$ cat config.mk
export PLATFORM = sky130hd
export DESIGN_NAME = alu_dp_sequencer
export DESIGN_NICKNAME = d
export VERILOG_FILES = /design/src/rtl/alu_dp_sequencer.sv
export SDC_FILE = /design/constraint.sdc
export NUM_CORES = 1
export LEC_CHECK = 0
export CAP_MARGIN = 40
export CORE_MARGIN = 5
export CORE_UTILIZATION = 43
export CTS_BUF_LIST = sky130_fd_sc_hd__clkbuf_4 sky130_fd_sc_hd__clkbuf_8
export CTS_CLUSTER_SIZE = 16
export DETAILED_ROUTE_END_ITERATION = 10
export GPL_TIMING_DRIVEN = 0
export PLACE_DENSITY_LB_ADDON = 0.25
export SKIP_LAST_GASP = 1
export SLEW_MARGIN = 20
export SYNTH_ARGS = -nofsm -noshare
export SYNTH_HDL_FRONTEND = slang
export SYNTH_SLANG_ARGS = --single-unit
$ cat constraint.sdc
create_clock -name clk -period 2.4 [get_ports clk]
set_clock_uncertainty 0.2 [all_clocks]
set_input_delay 0.24 -clock clk [delete_from_list [all_inputs] [get_ports clk]]
set_output_delay 0.24 -clock clk [all_outputs]
set_load 0.005 [all_outputs]
$ cat src/rtl/alu_dp_sequencer.sv
// Issues one ARM data-processing instruction at a time to the shared ALU,
// holds its inputs for EXEC_CYCLES, then updates NZCV and writes back.
module alu_dp_sequencer #(
    parameter int EXEC_CYCLES = 2,
    parameter int WIDTH       = 32
) (
    input  logic             clk,
    input  logic             reset_n,
    input  logic             req_valid,
    output logic             req_ready,
    input  logic [3:0]       req_opcode,
    input  logic             req_s,
    input  logic [3:0]       req_rd,
    input  logic [WIDTH-1:0] req_op1,
    input  logic [WIDTH-1:0] req_op2,
    input  logic             req_shift_c,
    input  logic             flush,
    output logic [WIDTH-1:0] alu_a,
    output logic [WIDTH-1:0] alu_b,
    output logic [4:0]       alu_op,
    output logic             alu_cin,
    input  logic [WIDTH-1:0] alu_out,
    input  logic             alu_c,
    input  logic             alu_z,
    input  logic             alu_n,
    input  logic             alu_v,
    output logic             wb_valid,
    output logic [3:0]       wb_rd,
    output logic [WIDTH-1:0] wb_data,
    output logic [3:0]       nzcv,
    output logic             busy
);

    typedef enum logic [1:0] {IDLE, EXEC, WB} state_t;

    localparam logic [3:0] CNT_INIT = 4'(EXEC_CYCLES - 1);

    state_t           state_q, state_d;
    logic [3:0]       cnt_q, cnt_d;
    logic [WIDTH-1:0] a_q, a_d, b_q, b_d;
    logic [4:0]       op_q, op_d;
    logic             cin_q, cin_d;
    logic [3:0]       rd_q, rd_d;
    logic             setf_q, setf_d;
    logic             arith_q, arith_d;
    logic             wbop_q, wbop_d;
    logic             shc_q, shc_d;
    logic [3:0]       nzcv_q, nzcv_d;
    logic [3:0]       wb_rd_q, wb_rd_d;
    logic [WIDTH-1:0] wb_data_q, wb_data_d;

    logic [4:0] map_op;
    logic       map_arith;
    logic       is_cmp;

    always_comb begin
        map_op    = 5'b00000;
        map_arith = 1'b0;
        case (req_opcode)
            4'b0000: map_op = 5'b00000;
            4'b0001: map_op = 5'b00011;
            4'b0010: begin map_op = 5'b00110; map_arith = 1'b1; end
            4'b0011: begin map_op = 5'b01000; map_arith = 1'b1; end
            4'b0100: begin map_op = 5'b00100; map_arith = 1'b1; end
            4'b0101: begin map_op = 5'b00101; map_arith = 1'b1; end
            4'b0110: begin map_op = 5'b00111; map_arith = 1'b1; end
            4'b0111: begin map_op = 5'b01001; map_arith = 1'b1; end
            4'b1000: map_op = 5'b00000;
            4'b1001: map_op = 5'b00011;
            4'b1010: begin map_op = 5'b00110; map_arith = 1'b1; end
            4'b1011: begin map_op = 5'b00100; map_arith = 1'b1; end
            4'b1100: map_op = 5'b00010;
            4'b1101: map_op = 5'b01010;
            4'b1110: map_op = 5'b00001;
            default: map_op = 5'b01011;
        endcase
    end

    // TST/TEQ/CMP/CMN occupy opcodes 10xx
    assign is_cmp = (req_opcode[3:2] == 2'b10);

    always_comb begin
        state_d   = state_q;
        cnt_d     = cnt_q;
        a_d       = a_q;
        b_d       = b_q;
        op_d      = op_q;
        cin_d     = cin_q;
        rd_d      = rd_q;
        setf_d    = setf_q;
        arith_d   = arith_q;
        wbop_d    = wbop_q;
        shc_d     = shc_q;
        nzcv_d    = nzcv_q;
        wb_rd_d   = wb_rd_q;
        wb_data_d = wb_data_q;
        req_ready = (state_q == IDLE) && !flush;

        case (state_q)
            IDLE: begin
                if (req_valid && req_ready) begin
                    a_d     = req_op1;
                    b_d     = req_op2;
                    op_d    = map_op;
                    cin_d   = nzcv_q[1];
                    rd_d    = req_rd;
                    setf_d  = req_s || is_cmp;
                    arith_d = map_arith;
                    wbop_d  = !is_cmp;
                    shc_d   = req_shift_c;
                    cnt_d   = CNT_INIT;
                    state_d = EXEC;
                end
            end
            EXEC: begin
                // flush beats completion, even on the last cycle
                if (flush) begin
                    state_d = IDLE;
                end else if (cnt_q == 4'd0) begin
                    if (setf_q)
                        nzcv_d = arith_q ? {alu_n, alu_z, alu_c, alu_v}
                                         : {alu_n, alu_z, shc_q, nzcv_q[0]};
                    if (wbop_q) begin
                        wb_data_d = alu_out;
                        wb_rd_d   = rd_q;
                        state_d   = WB;
                    end else begin
                        state_d = IDLE;
                    end
                end else begin
                    cnt_d = cnt_q - 4'd1;
                end
            end
            WB:      state_d = IDLE;
            default: state_d = IDLE;
        endcase
    end

    always_ff @(posedge clk or negedge reset_n) begin
        if (!reset_n) begin
            state_q   <= IDLE;
            cnt_q     <= '0;
            a_q       <= '0;
            b_q       <= '0;
            op_q      <= '0;
            cin_q     <= 1'b0;
            rd_q      <= '0;
            setf_q    <= 1'b0;
            arith_q   <= 1'b0;
            wbop_q    <= 1'b0;
            shc_q     <= 1'b0;
            nzcv_q    <= '0;
            wb_rd_q   <= '0;
            wb_data_q <= '0;
        end else begin
            state_q   <= state_d;
            cnt_q     <= cnt_d;
            a_q       <= a_d;
            b_q       <= b_d;
            op_q      <= op_d;
            cin_q     <= cin_d;
            rd_q      <= rd_d;
            setf_q    <= setf_d;
            arith_q   <= arith_d;
            wbop_q    <= wbop_d;
            shc_q     <= shc_d;
            nzcv_q    <= nzcv_d;
            wb_rd_q   <= wb_rd_d;
            wb_data_q <= wb_data_d;
        end
    end

    assign alu_a    = a_q;
    assign alu_b    = b_q;
    assign alu_op   = op_q;
    assign alu_cin  = cin_q;
    assign wb_valid = (state_q == WB);
    assign wb_rd    = wb_rd_q;
    assign wb_data  = wb_data_q;
    assign nzcv     = nzcv_q;
    assign busy     = (state_q != IDLE);

endmodule

# After elaboration in Yosys (flattened, before gate mapping)
# Cells that the tools add are included.
# word_totals
reg_bits	124
word_cells	71
in_bits	114
latch_bits	0
romBits	0
memories	0
out_inout_bits	113
ram_bits	0
# op_classes
n_bitwise	1
eq_ne	21
add_sub_neg	1
div	0
n_reduce_logical	21
order_cmp	0
shift	0
muxes	12
mul	0
# op_table
cell	count
$pmux W4 S11	1
$eq A4 B4 Y1 const B	7
$eq A4 B3 Y1 const B	4
$mux W4	3
$reduce_and A4 Y1	3
$mux W2	5
$eq A4 B2 Y1 const B	2
$logic_not A4 Y1	2
$pmux W4 S2	1
$reduce_or A2 Y1	4
$reduce_or A8 Y1	1
$reduce_and A5 Y1	1
$eq A2 B2 Y1 const B	2
$eq A4 B1 Y1 const B	1
$ne A2 B2 Y1 const B	2
$pmux W2 S2	1
$reduce_and A2 Y1	2
$reduce_bool A2 Y1	2
$sub A4 B1 Y4 const B	1
$ne A3 B3 Y1 const B	1
$eq A2 B1 Y1 const B	1
$logic_and A1 B1 Y1	2
$logic_not A1 Y1	2
$logic_not A2 Y1	1
4 further kinds	4

# Depth between registers and ports, before layout
# logic_depth
depth_word	5
ltp_mapped	6

# Worst setup path before layout
# OpenSTA, ideal clock, no wires.
# synth_path
path_type	register to register
from	register cnt_q[0]
to	register wb_data_q[10], in the netlist wb_data[10]
arrival_ns	1.721
n_path_buf	1
path_stages_with_launch	7
synth_period_minus_slack_ns	2.046
setup_slack_ns	0.354
path_cell_list	dfrtp_1 -> inv_1 -> ha_1 -> nor3b_1 -> nand3_4 -> buf_6 -> mux2_4
# synth_between
elab_chain_len	2
# synth_rtl
element	line	source
start: declaration	39	logic [3:0] cnt_q, cnt_d;
start signal: assignment	157	cnt_q <= cnt_d;
$logic_not A4 Y1	119	end else if (cnt_q == 4'd0) begin
$reduce_and A4 Y1 (no source line)	n/a	
end signal: assignment	169	wb_data_q <= wb_data_d;
end: declaration	50	logic [WIDTH-1:0] wb_data_q, wb_data_d;
# Every way passes these cells.
# A chain may end at the register's enable or synchronous reset.

# Worst setup path in the final report
# layout_path
from	register state_q[1]
to	output req_ready
# layout_between
elab_chain_len	2
# layout_rtl
element	line	source
start: declaration	38	state_t state_q, state_d;
start signal: assignment	156	state_q <= state_d;
$logic_not A2 Y1	97	req_ready = (state_q == IDLE) && !flush;
$logic_and A1 B1 Y1	97	
end: declaration	10	output logic req_ready,
# Every way passes these cells.

==> results.sh <==
export IMPL_dieHeight_microns=117.0
export IMPL_grt_first_pass_wirelength_microns=21600
export IMPL_design_core_area_sq_um=11320
export IMPL_timing_critical_path_slowest_stage_cell="sky130_fd_sc_hd__clkdlybuf4s50_1"
export IMPL_path_delay_family="buffers and inverters"
export IMPL_cts_buffers=17
export IMPL_most_common_layout_cells="224 x sky130_fd_sc_hd__clkdlybuf4s50_1, 223 x sky130_fd_sc_hd__nand2_1, 123 x sky130_fd_sc_hd__dfrtp_1"
export IMPL_ys_seq_elements=123
export IMPL_die_area_sq_um=13700
export IMPL_synth_avg_cell_area_sq_um=10.80
export IMPL_finalCriticalPeriod_ns=2.237
export IMPL_routed_wirelength_microns=13730
export IMPL_tightest_slew_ns=0.6312
export IMPL_total_power_mw=8.051
export IMPL_starting_density_of_the_core_pct=43.51
export IMPL_timing_hold_ws_ns=0.1222
export IMPL_post_drt_wl_per_cell_microns=16.00
export IMPL_cts_buffer_depth=2
export IMPL_startpoint_type="flip-flop"
export IMPL_setup_worst_path_start="state_q[1]"
export IMPL_number_of_slew_limit_violations_in_the_final_report=0
export IMPL_holdCritPathClass="primary input to async pin"
export IMPL_timing_final_hold_violations=0
export IMPL_leakagePower_nw=3.823
export IMPL_setup_repair_after_global_routing_missed_its_margin="no"
export IMPL_synthCells=456
export IMPL_drt_first_pass_iters=4
export IMPL_register_area_sq_um=3078
export IMPL_outcome="completed"
export IMPL_crit_reg2reg_launch="state_q[1]"
export IMPL_critical_path_max_stage_delay_ns=0.51
export IMPL_power_share_switching_pct=27.45
export IMPL_req_time_crit_path_ns=1.96
export IMPL_worst_r2r_endpoint="alu_b[2]"
export IMPL_postLayoutCoreUtil_pct=68.83
export IMPL_cts_tree="done"
export IMPL_yosys_cell_types_count=31
export IMPL_grt_overflow=0
export IMPL_layout_drive_gt1_share_pct=12.73
export IMPL_synth_nets=572
export IMPL_synth_cell_area_sq_um=4926
export IMPL_worstRegToRegCells=5
export IMPL_drv_max_cap_violation_count=0
export IMPL_routed_via_count=4022
export IMPL_fillerInstances=856
export IMPL_grt_total_usage_pct=20.76
export IMPL_crit_path_max_fanout=7
export IMPL_routed_via_density=4.688
export IMPL_synth_enable_flop_cells=0
export IMPL_h_tree_depth=4
export IMPL_maximum_frequency_from_static_timing_analysis_mhz=447.0
export IMPL_synthFlopType="sky130_fd_sc_hd__dfrtp_1"
export IMPL_final_net_count=818
export IMPL_pwr_dens_nw_per_um2=1033
export IMPL_p_comb_share_pct=36.9
export IMPL_slew_headroom_pct=57.32
export IMPL_synth_warnings=0
export IMPL_relative_contribution_of_sequential_cells_to_total_power_pct=40.9
export IMPL_layout_area_overhead_vs_synth_pct=58.19
export IMPL_ant_nets=0
export IMPL_p_int_mw=5.841
export IMPL_clk_pin_slew_ns=0.07
export IMPL_rows=39
export IMPL_seq_area_frac_synth_pct=62.48
export IMPL_timing_final_setup_violations=0
export IMPL_most_frequent_standard_cell_in_the_layout_excluding_fill_and_tap_cells="sky130_fd_sc_hd__clkdlybuf4s50_1"
export IMPL_clk_latency_ns=0.42
export IMPL_clk_root_buffer_cell="sky130_fd_sc_hd__clkbuf_8"
export IMPL_place_hpwl_microns=10610
export IMPL_detailedRoute_firstIterationViolations=167
export IMPL_via_count_of_the_first_global_routing_pass=4287
export IMPL_boundary_pins=227
export IMPL_synth_async_sr_flop_share_pct=100.0
export IMPL_post_dp_cell_area_sq_um=7386
export IMPL_numPortBuffers=225
export IMPL_count_of_unresolved_drc_violations_after_routing=0
export IMPL_power_ir_vdd_worst_mv=0.7330
export IMPL_critPathBufInv=1
export IMPL_cp_cell_sequence="or2_2 > nor2_1 > clkdlybuf4s50_1"
export IMPL_regToRegSetupSlack_ns=0.18
export IMPL_initial_antenna_violation_count=0
export IMPL_routabilityCongestion=0.7842
export IMPL_post_route_cell_area_sq_um=7792
export IMPL_clock_network_fraction_of_design_power_pct=22.2
export IMPL_antennaDiodeCount=0
export IMPL_power_net_switching_mw=2.210
export IMPL_grt_start_max_net_pins=70
export IMPL_tritoncts_num_sinks=123
export IMPL_multi_input_comb_area_sq_um=1730
export IMPL_setup_worst_path_class="flip-flop to output port"
export IMPL_die_width_microns=117.0
export IMPL_endpoint_kind="output port"
export IMPL_critPathArrivalTime_ns=1.80
export IMPL_period_share_pct=93.22
## flip-flops by register name (all words and copies together) (netlist names)
register and flops:
cnt_q 4, alu_a 32, shc_q 1, nzcv 4, rd_q 4, state_q 2, wb_data 32, wbop_q 1
alu_b 32, arith_q 1, setf_q 1, wb_rd 4, alu_op 4, alu_cin 1
## power by group through the flow
| stage | combinational, mW | sequential [mW] | clock [mW] |
|---|---|---|---|
| final | 2.97 | 3.29 | 1.79 |
| after global routing | 3.25 | 3.40 | 1.93 |
| after CTS | 3.03 | 3.29 | 1.84 |
| after detailed placement | 3.00 | 3.32 | 0 |
| after global placement | 2.94 | 3.27 | 0 |
| after floorplan | 1.01 | 3.33 | 0 |
## logic make-up after synthesis
| group | synth area share, % |
|---|---|
| and+or+nand+nor | 20.45 |
| DFF | 62.48 |
| muxes | 12.62 |
| buffers and inverters | 2.489 |
| AOI/OAI and AO/OA | 1.372 |
| adders and majority gates | 0.5079 |
| other | 0.07613 |
## cell usage after synthesis (2+ instances only)
master	n	area [sq um]
sky130_fd_sc_hd__nand3_1	3	15.01
sky130_fd_sc_hd__mux2_2	13	146.4
sky130_fd_sc_hd__and2_1	2	12.51
sky130_fd_sc_hd__buf_6	3	33.78
sky130_fd_sc_hd__mux2i_1	4	40.04
sky130_fd_sc_hd__ha_1	2	25.02
sky130_fd_sc_hd__nand2_1	223	837.1
sky130_fd_sc_hd__o21ai_0	8	40.04
sky130_fd_sc_hd__nor2b_1	3	18.77
sky130_fd_sc_hd__or3b_2	2	17.52
sky130_fd_sc_hd__inv_1	3	11.26
sky130_fd_sc_hd__dfrtp_1	123	3078
sky130_fd_sc_hd__mux2_4	29	435.4
sky130_fd_sc_hd__buf_2	5	25.02
sky130_fd_sc_hd__nor2_1	5	18.77
sky130_fd_sc_hd__a31oi_1	2	12.51
sky130_fd_sc_hd__clkbuf_1	12	45.04
## how the worst max path moves through the flow
stage                  end  slack [ns]  cells after the start
6_report         req_ready        0.16                      3
5_1_grt            rd_q[0]        0.03                      5
4_1_cts        wb_data[29]        0.08                      6
3_5_place_dp      alu_b[2]       -0.13                      6
3_3_place_gp     alu_b[12]       -3.78                      1
2_1_floorplan  wb_data[10]        0.35                      6
## area by class of cell
type | instances | share of cell area (%)
buffer | 21 | 1.429
clock buffer | 24 | 3.838
clock inverter | 8 | 1.188
inverter | 3 | 0.1445
multi-input combinational | 309 | 22.21
sequential | 123 | 39.50
tap | 143 | 2.296
timing repair buffer | 227 | 29.40
## metal layers
layer	up-vias	global-route usage, %	share of wire (%)	wire length [microns]
met5	-	0	0	0
met3	16	9.871	12	1624
met4	0	7.110	1.2	168
met2	173	33.79	47	6464
li1	1939	-	-	-
met1	1894	24.21	40	5468
## through the flow
step | std cells | setup slack, ns | TNS [ns]
CTS | 858 | 0.07609 | 0
finish | 858 | 0.1627 | 0
global placement | 824 | -3.784 | -465.21
detailed placement | 825 | -0.1293 | -4.036
global route | 858 | 0.02618 | 0
floorplan | 456 | 0.3541 | 0
## timing repair
action / 4_1_cts / 5_1_grt
buffers inserted: 0 / 0
endpoints found under the hold margin: 54 / 0
hold buffers: 1 / 0
resized for setup: 0 / 1
setup endpoints to repair: 0 / 29
Note: power is estimated with default switching activity, not from simulation.
